## src/rtl/vga_pkg.sv

```systemverilog
// Shared types for the VGA write arbiter: command struct, drain FSM states, defaults.
package vga_pkg;

    localparam int FIFO_DEPTH_DEF = 4;
    localparam int ADDR_W_DEF     = 14;
    // Widest image address the command struct carries; ADDR_W must not exceed this.
    localparam int CMD_ADDR_W     = 16;

    typedef struct packed {
        logic                  is_image;
        logic [CMD_ADDR_W-1:0] addr;
        logic [7:0]            data;
    } vga_cmd_t;

    typedef enum logic [1:0] {
        ST_IDLE,
        ST_ISSUE,
        ST_WAIT_SCROLL
    } drain_st_e;

endpackage

```

## src/rtl/vga_cmd_fifo.sv

```systemverilog
// Synchronous command FIFO; pointers wrap modulo DEPTH, async reset flushes contents.
module vga_cmd_fifo
    import vga_pkg::*;
#(
    parameter int DEPTH = FIFO_DEPTH_DEF
) (
    input  logic                   HCLK,
    input  logic                   HRESETn,
    input  logic                   push,
    input  vga_cmd_t               wdata,
    input  logic                   pop,
    output vga_cmd_t               rdata,
    output logic                   full,
    output logic                   empty,
    output logic [$clog2(DEPTH):0] count
);

    localparam int PW = $clog2(DEPTH);
    localparam int CW = PW + 1;

    vga_cmd_t        mem [DEPTH];
    logic [PW-1:0]   wr_ptr;
    logic [PW-1:0]   rd_ptr;

    assign full  = (count == CW'(DEPTH));
    assign empty = (count == '0);
    assign rdata = mem[rd_ptr];

    // Storage is not reset; flushing the pointers and count discards it.
    always_ff @(posedge HCLK) begin
        if (push) mem[wr_ptr] <= wdata;
    end

    always_ff @(posedge HCLK or negedge HRESETn) begin
        if (!HRESETn) begin
            wr_ptr <= '0;
            rd_ptr <= '0;
            count  <= '0;
        end else begin
            if (push) wr_ptr <= wr_ptr + 1'b1;
            if (pop)  rd_ptr <= rd_ptr + 1'b1;
            unique case ({push, pop})
                2'b10:   count <= count + 1'b1;
                2'b01:   count <= count - 1'b1;
                default: count <= count;
            endcase
        end
    end

endmodule

```

## src/rtl/vga_wr_arbiter.sv

```systemverilog
// Two-requester round-robin write arbiter feeding console/image write strobes through a FIFO.
// Optional stall statistics counter enabled by defining VGA_WR_ARB_STATS_EN.
module vga_wr_arbiter
    import vga_pkg::*;
#(
    parameter int FIFO_DEPTH = FIFO_DEPTH_DEF,
    parameter int ADDR_W     = ADDR_W_DEF
) (
    input  logic              HCLK,
    input  logic              HRESETn,
    input  logic              req0_valid,
    output logic              req0_ready,
    input  logic              req0_is_image,
    input  logic [ADDR_W-1:0] req0_addr,
    input  logic [7:0]        req0_data,
    input  logic              req1_valid,
    output logic              req1_ready,
    input  logic              req1_is_image,
    input  logic [ADDR_W-1:0] req1_addr,
    input  logic [7:0]        req1_data,
    input  logic              scroll,
    output logic              console_we,
    output logic [7:0]        console_wdata,
    output logic              image_we,
    output logic [ADDR_W-1:0] image_addr,
    output logic [7:0]        image_wdata,
    output logic              busy,
    output logic [15:0]       stall_count
);

    localparam int CW = $clog2(FIFO_DEPTH) + 1;

    logic          last1;
    logic          grant0, grant1;
    logic          acc0, acc1, push, pop;
    logic          fifo_full, fifo_empty;
    logic [CW-1:0] fifo_count;
    vga_cmd_t      push_cmd, head;
    drain_st_e     state, state_nxt;
    logic          stall;
    logic          unused_addr_hi;

    // last1 = requester 1 was accepted most recently; reset value favours requester 0.
    assign grant0     = req0_valid & (~req1_valid | last1);
    assign grant1     = req1_valid & (~req0_valid | ~last1);
    assign req0_ready = HRESETn & ~fifo_full & grant0;
    assign req1_ready = HRESETn & ~fifo_full & grant1;
    assign acc0       = req0_ready & req0_valid;
    assign acc1       = req1_ready & req1_valid;
    assign push       = acc0 | acc1;

    always_comb begin
        push_cmd = '0;
        if (acc1) begin
            push_cmd.is_image = req1_is_image;
            push_cmd.addr     = CMD_ADDR_W'(req1_addr);
            push_cmd.data     = req1_data;
        end else begin
            push_cmd.is_image = req0_is_image;
            push_cmd.addr     = CMD_ADDR_W'(req0_addr);
            push_cmd.data     = req0_data;
        end
    end

    always_ff @(posedge HCLK or negedge HRESETn) begin
        if (!HRESETn)  last1 <= 1'b1;
        else if (push) last1 <= acc1;
    end

    vga_cmd_fifo #(.DEPTH(FIFO_DEPTH)) u_fifo (
        .HCLK    (HCLK),
        .HRESETn (HRESETn),
        .push    (push),
        .wdata   (push_cmd),
        .pop     (pop),
        .rdata   (head),
        .full    (fifo_full),
        .empty   (fifo_empty),
        .count   (fifo_count)
    );

    assign stall          = ~head.is_image & scroll;
    assign unused_addr_hi = ^(head.addr >> ADDR_W);

    always_ff @(posedge HCLK or negedge HRESETn) begin
        if (!HRESETn) state <= ST_IDLE;
        else          state <= state_nxt;
    end

    // Strict in-order drain: a stalled console head blocks everything behind it.
    always_comb begin
        state_nxt = state;
        pop       = 1'b0;
        unique case (state)
            ST_IDLE: begin
                if (push) state_nxt = ST_ISSUE;
            end
            ST_ISSUE: begin
                if (stall) begin
                    state_nxt = ST_WAIT_SCROLL;
                end else begin
                    pop = 1'b1;
                    if (fifo_count == CW'(1) && !push) state_nxt = ST_IDLE;
                end
            end
            ST_WAIT_SCROLL: begin
                if (!scroll) state_nxt = ST_ISSUE;
            end
            default: state_nxt = ST_IDLE;
        endcase
    end

    always_ff @(posedge HCLK or negedge HRESETn) begin
        if (!HRESETn) begin
            console_we    <= 1'b0;
            console_wdata <= '0;
            image_we      <= 1'b0;
            image_addr    <= '0;
            image_wdata   <= '0;
        end else begin
            console_we    <= pop & ~head.is_image;
            console_wdata <= (pop & ~head.is_image) ? head.data : 8'h00;
            image_we      <= pop & head.is_image;
            image_addr    <= (pop & head.is_image) ? ADDR_W'(head.addr) : '0;
            image_wdata   <= (pop & head.is_image) ? head.data : 8'h00;
        end
    end

    assign busy = ~fifo_empty | console_we | image_we;

`ifdef VGA_WR_ARB_STATS_EN
    logic [15:0] stall_q;

    always_ff @(posedge HCLK or negedge HRESETn) begin
        if (!HRESETn)
            stall_q <= '0;
        else if (state == ST_WAIT_SCROLL && stall_q != 16'hFFFF)
            stall_q <= stall_q + 16'd1;
    end

    assign stall_count = stall_q;
`else
    assign stall_count = '0;
`endif

endmodule

```

## config.mk

```make
export PLATFORM = sky130hd
export DESIGN_NAME = vga_wr_arbiter
export DESIGN_NICKNAME = d
export VERILOG_FILES = /design/src/rtl/vga_pkg.sv /design/src/rtl/vga_cmd_fifo.sv /design/src/rtl/vga_wr_arbiter.sv
export SDC_FILE = /design/constraint.sdc
export NUM_CORES = 1
export LEC_CHECK = 0
export BUFFER_PORTS_ARGS = -buffer_cell sky130_fd_sc_hd__clkbuf_2
export CORE_MARGIN = 1
export CORE_UTILIZATION = 45
export CTS_CLUSTER_DIAMETER = 150
export DETAILED_ROUTE_END_ITERATION = 8
export GPL_ROUTABILITY_DRIVEN = 0
export PLACE_DENSITY = 0.65
export SYNTH_ARGS = -nofsm -noshare
export SYNTH_HDL_FRONTEND = slang
export SYNTH_SLANG_ARGS = --single-unit
```

## constraint.sdc

```tcl
create_clock -name HCLK -period 2.4 [get_ports HCLK]
set_input_delay 0.24 -clock HCLK [delete_from_list [all_inputs] [get_ports HCLK]]
set_output_delay 0.24 -clock HCLK [all_outputs]
set_load 0.01 [all_outputs]
```

==> Yosys cells after proc, flatten, opt, wreduce, memory -nomap -nowiden <==
Memory sizes are Yosys's and may differ from the RTL's.
Index checks and enable logic that the tools add are counted.
{ "word_totals": {"out_inout_bits": 51, "memories": 1, "ff_bits": 42, "ram_bits": 100} }
{ "op_classes": {"n_mux": 14, "n_eq_ne": 9, "n_reduce_logical": 6, "bitwise_logic": 21, "n_addsub": 4} }
{ "memory_table": {"columns": ["name", "depth", "width", "read_ports", "rd_ports_with_merged_regs", "wr", "line_no", "rtl"], "rows": [
  ["u_fifo.mem", 4, 25, 1, 0, 1, "vga_cmd_fifo.sv:21", "vga_cmd_t mem [DEPTH];"]
]} }
{ "ops": {"columns": ["op", "n"], "rows": [
  ["2-to-1 mux 25 bit", 1],
  ["2-to-1 mux 8 bit", 2],
  ["2-to-1 mux 14 bit", 1],
  ["AND 1 bit", 10],
  ["2-to-1 mux 2 bit", 4],
  ["inverter 1 bit", 6],
  ["case mux 2 bit (3 select lines)", 1],
  ["case mux 3 bit (2 select lines)", 1],
  ["OR 1 bit", 5],
  ["adder 2 x 1 -> 2 bit (second input constant)", 2],
  ["== test 2 x 1 -> 1 bit (second input constant)", 2],
  ["== test 2 bit (second input constant)", 2],
  ["2-to-1 mux 1 bit", 4],
  ["!= test 2 bit (second input constant)", 2],
  ["adder 3 x 1 -> 3 bit (second input constant)", 1],
  ["== test 3 x 1 -> 1 bit (second input constant)", 1],
  ["== test 3 bit (second input constant)", 1],
  ["logical NOT 3 bit", 1],
  ["!= test 3 bit (second input constant)", 1],
  ["AND reduction 3 bit", 1],
  ["subtractor 3 x 1 -> 3 bit (second input constant)", 1],
  ["logical NOT 2 bit", 1],
  ["nonzero test 2 bit", 1],
  ["logical AND 1 bit", 1],
  ["logical NOT 1 bit", 1]
]} }

==> Depth between registers and ports, before layout <==
{ "depth": {"ltp_word": 11, "depth_mapped": 9, "mapped_depth_nobuf": 9} }

==> Hierarchy <==
Synthesis repeated with hierarchy kept, for this count alone.
{ "hier_totals": {"hier_cells": 302, "hier_area_um2": 5779.3} }
{ "by_module_without_submodules": {"columns": ["mod", "instances", "area_each_um2", "cells_each", "seq_area_each_um2"], "rows": [
  ["vga_cmd_fifo", 1, 4053.9, 167, 3178.0],
  ["vga_wr_arbiter", 1, 1725.4, 135, 877.1]
]} }

==> Least setup slack after synthesis <==
OpenSTA, ideal clock, no wires.
{ "synth_path": {"path_kind": "reg2reg", "startpoint": "register u_fifo.count[0]", "endpoint": "memory u_fifo.mem[0][10] (netlist name) (data pin)", "t_arrival_ps": 1616, "path_stages_with_launch": 7, "path_buffers": 1, "required_ps": 2134, "setup_ps": 266, "slack_ps": 517, "cell_sequence": "dfrtp_1 -> inv_1 -> ha_1 -> nand2_1 -> nand4_1 -> buf_2 -> mux2_2"} }
{ "synth_rtl": {"columns": ["item", "line_no", "rtl"], "rows": [
  ["start: declaration", "vga_cmd_fifo.sv:15", "output logic [$clog2(DEPTH):0] count"],
  ["start signal: assignment", "vga_cmd_fifo.sv:43", "2'b10: count <= count + 1'b1;"],
  ["start signal: assignment", "vga_cmd_fifo.sv:44", "2'b01: count <= count - 1'b1;"],
  ["start signal: assignment", "vga_cmd_fifo.sv:45", "default: count <= count;"],
  ["end: declaration", "vga_cmd_fifo.sv:21", null]
]} }

==> Worst setup path after layout <==
{ "layout_path": {"startpoint": "register u_fifo.count[0]", "endpoint": "output port req1_ready"} }
{ "layout_between": {"elab_chain_len": 4} }
{ "layout_lines": {"columns": ["item", "line_no", "rtl"], "rows": [
  ["== test 3 bit", "vga_cmd_fifo.sv:25", "assign full = (count == CW'(DEPTH));"],
  ["inverter 1 bit", "vga_wr_arbiter.sv:47", "assign req1_ready = HRESETn & ~fifo_full & grant1;"],
  ["AND 1 bit (2 in a row)", "vga_wr_arbiter.sv:47", null],
  ["end: declaration", "vga_wr_arbiter.sv:17", "output logic req1_ready,"]
]} }
No other way between the ends.

==> reports/metrics.csv <==
stage,metric,value,unit
power,Power Total,7.99,mW
cts,Clock Tree Root,clkbuf_16,
grt,Global Route Usage Sum,0.180,
place,detailed placement HPWL,6670,um
timing,Tmin final,2180,ps
logic_synthesis,Synth Cell Area,5450,um^2
setup_path,CP startpoint kind,flip-flop,
setup_path,"Max FO, Critical Path",10,
place,# port buffers,85,
power,VDD IR max,0.601,mV
cts,clock sink count,134,
routing,WL/cell,18.4,um
routing,Initial DRC Count,183,
timing,Final Hold Violating Endpoints,0,
routing,Vias/cell,5.24,
logic_synthesis,Synth Area per Inst,17.9,um^2
power,Lkg Pwr,2.85,nW
outcome,failing checks,design-rule violations,
grt,vias in the first global route,3108,
outcome,status,"complete, but fails checks",
cts,"Setup Fix Bufs, Post-CTS",0,
timing,max_slew headroom,0.571,
timing,Fmax,0.458,GHz
place,"Cell Area, Placed",6050,um^2
min_path,hold_sp,scroll,
grt,largest net degree at the start of global routing,34,
grt,grt ovf,0,
grt,antenna violations before repair,0,
setup_path,r2r endpoint,u_fifo.mem[1][12],
routing,DR DRC count,6,
setup_path,worst r2r path cells,6,
layout,# fillers,908,
layout,NumNets Final,472,
cts,clock buffer count from CTS,17,
die,CORE AREA,11600,um^2
setup_path,worst r2r src,u_fifo.count[0],
setup_path,CP Class,flip-flop to primary output,
setup_path,required time worst endpoint,2160,ps
logic_synthesis,Synth area leader,edfxtp_1,
layout,share of cells above drive strength 1,0.414,
setup_path,CP Capture Type,primary output,
flow_run,Max Cap Violations,0,
layout,Area Overhead vs Synth,22.2,%
timing,Finish-stage setup viols,0,
timing,Setup TNS Final,0,ps
layout,register area,3820,um^2
die,Die H,112,um
cts,Max H-tree Level,4,
die,std cell rows,39,
setup_path,crit path DAT,1940,ps
routing,Antenna Nets Post-Route,0,
routing,routed wire length,10500,um
logic_synthesis,Gate Count Post-Synth,304,
timing,final critical-path share of the clock period,0.909,
die,Chip Width,112,um
logic_synthesis,"flops & latches, synth",134,
layout,multi-input logic area,1470,um^2
timing,final clock skew,7.56,ps
grt,global-route wire length before repair,16400,um
logic_synthesis,YS warnings,0,
routing,vias post-DR,2979,
logic_synthesis,unique cell type count in the Yosys netlist,38,
cts,CTS tree,built,
cts,clk slew on worst S/H paths,50,ps
logic_synthesis,ranking of synthesized cells by area,"edfxtp_1 51%, dfrtp_1 19%, mux4_2 7.4%",
cts,post-CTS sizing,0,
routing,DRT Pass-1 Iters,8,
cts,Clock Path Buffers,2,
timing,RSZ-0062 raised after global routing,no,
logic_synthesis,sequential fraction of the synthesis area,0.700,
min_path,Hold Path End,console_we,
die,Initial Util,0.469,
min_path,hold crit path type,input pin to flip-flop,
die,die area,12600,um^2
timing,fin. max-slew vios,0,
power,pwr dens,1200,nW/um^2
layout,antenna cells,0,
logic_synthesis,Synth top area share,0.507,
layout,"Design Area, Final",6660,um^2
timing,Worst-Margin Slew,641,ps
cts,Worst-Skew Late Latency,410,ps
setup_path,Worst R2R Setup Slack,360,ps
min_path,worst hold stages,2,
die,I/O pin cnt,102,
-- cell usage after synthesis (all sizes together) --
library cell  number
mux2              25
or4b               1
nand3              1
o31ai              2
dfstp              1
o21ai              5
a21boi             1
mux2i              1
ha                 9
xnor2              3
nand4              1
o32a               1
a31oi              1
o2111a             1
xor2               1
o211ai             1
nor2b              1
clkbuf             6
nand2              5
o211a              1
o22ai              1
and3              26
nand2b             2
conb               1
dfrtp             41
buf               22
o21a               1
nand3b             1
nor3b              2
nor3               1
inv               11
edfxtp            92
mux4              23
nor2               3
and2               9
-- report_power, final --
group | switching [mW] | internal [mW] | total, mW
logic | 1.14 | 0.974 | 2.11
clock network | 0.894 | 1.68 | 2.58
registers | 0.244 | 3.05 | 3.30
-- state kept, by name, summed over array words and instances (netlist names) --
register and flops:
u_fifo.rd_ptr 2, u_fifo.mem 92, console_wdata 8, image_addr 14
u_fifo.count 3, console_we 1, image_we 1, state 2
image_wdata 8, u_fifo.wr_ptr 2, last1 1
-- logic make-up (layout without fill, tap and decap cells) --
logic type               count (synthesis)  count (layout)  share of synthesized area
AND/OR/NAND/NOR                         53              53                     0.0602
XOR/XNOR                                 4               4                    0.00643
adder cells (fa/ha/maj)                  9               9                     0.0207
multiplexers                            49              49                      0.152
other                                    1              16                   0.000688
AO/OA/AOI/OAI                           15              15                     0.0195
buffers and inverters                   39             145                     0.0404
flip-flops                             134             134                      0.700
-- placed cells by master, fill, tap and decap left out, types with 4 or more instances in the layout --
cell	netlist	layout
edfxtp_1	92	92
clkbuf_16	0	17
clkbuf_2	0	85
buf_4	16	16
and2_1	9	9
conb_1	1	16
inv_1	11	11
clkbuf_1	6	4
mux4_2	18	18
dfrtp_1	41	40
and3_1	26	26
mux4_1	5	5
o21ai_0	5	5
ha_1	9	9
nand2_1	5	5
mux2_2	25	25
-- how the worst max path moves through the flow --
stage / startpoint / cells after the start / to / slack [ps]
2_1_floorplan: u_fifo.count[0] / 6 / u_fifo.mem[0][10] / 520
3_3_place_gp: u_fifo.count[0] / 6 / u_fifo.mem[0][11] / 470
3_5_place_dp: u_fifo.count[0] / 6 / u_fifo.mem[2][12] / 380
4_1_cts: u_fifo.count[0] / 7 / req1_ready / 200
5_1_grt: u_fifo.count[0] / 7 / req1_ready / 50
6_report: u_fifo.count[0] / 7 / req1_ready / 220
-- through the flow --
step / cells / worst slack [ps] / hold slack [ps] / utilization
after floorplan: 319 / 517 / -55.6 / -
after global placement: 535 / 471 / 173 / 0.521
after detailed placement: 535 / 385 / 170 / 0.521
after CTS: 568 / 203 / 168 / 0.573
after global routing: 568 / 47.2 / 173 / 0.573
final: 568 / 218 / 174 / 0.573
-- critical path, stage by stage (launching register included) --
cell      delay, ps
dfrtp_1         420
inv_1            90
ha_1            220
nand2_1         230
nand4_1         160
buf_4           230
inv_1            60
clkbuf_2        120
-- layer usage --
layer  GRT usage  wire length, um  vias to the layer above
met5           0                0                        -
met4      0.0684              204                        0
met2       0.287             5120                       96
li1            -                -                     1351
met3      0.0551              518                       14
met1       0.234             4620                     1518
-- final cells by class --
cell class	instances	share of cell area
repair buffers	102	0.0834
multi-input cells	146	0.221
clock inverters	9	0.0192
flip-flops and latches	134	0.573
well taps	143	0.0269
clock buffers	23	0.0703
inverters	11	0.00620
-- what timing repair did --
| action | CTS | global route |
|---|---|---|
| endpoints found under the setup margin | 0 | 0 |
| hold buffers | 1 | 0 |
| hold endpoints to repair | 9 | 0 |
Power figures use the tool's default switching activity.
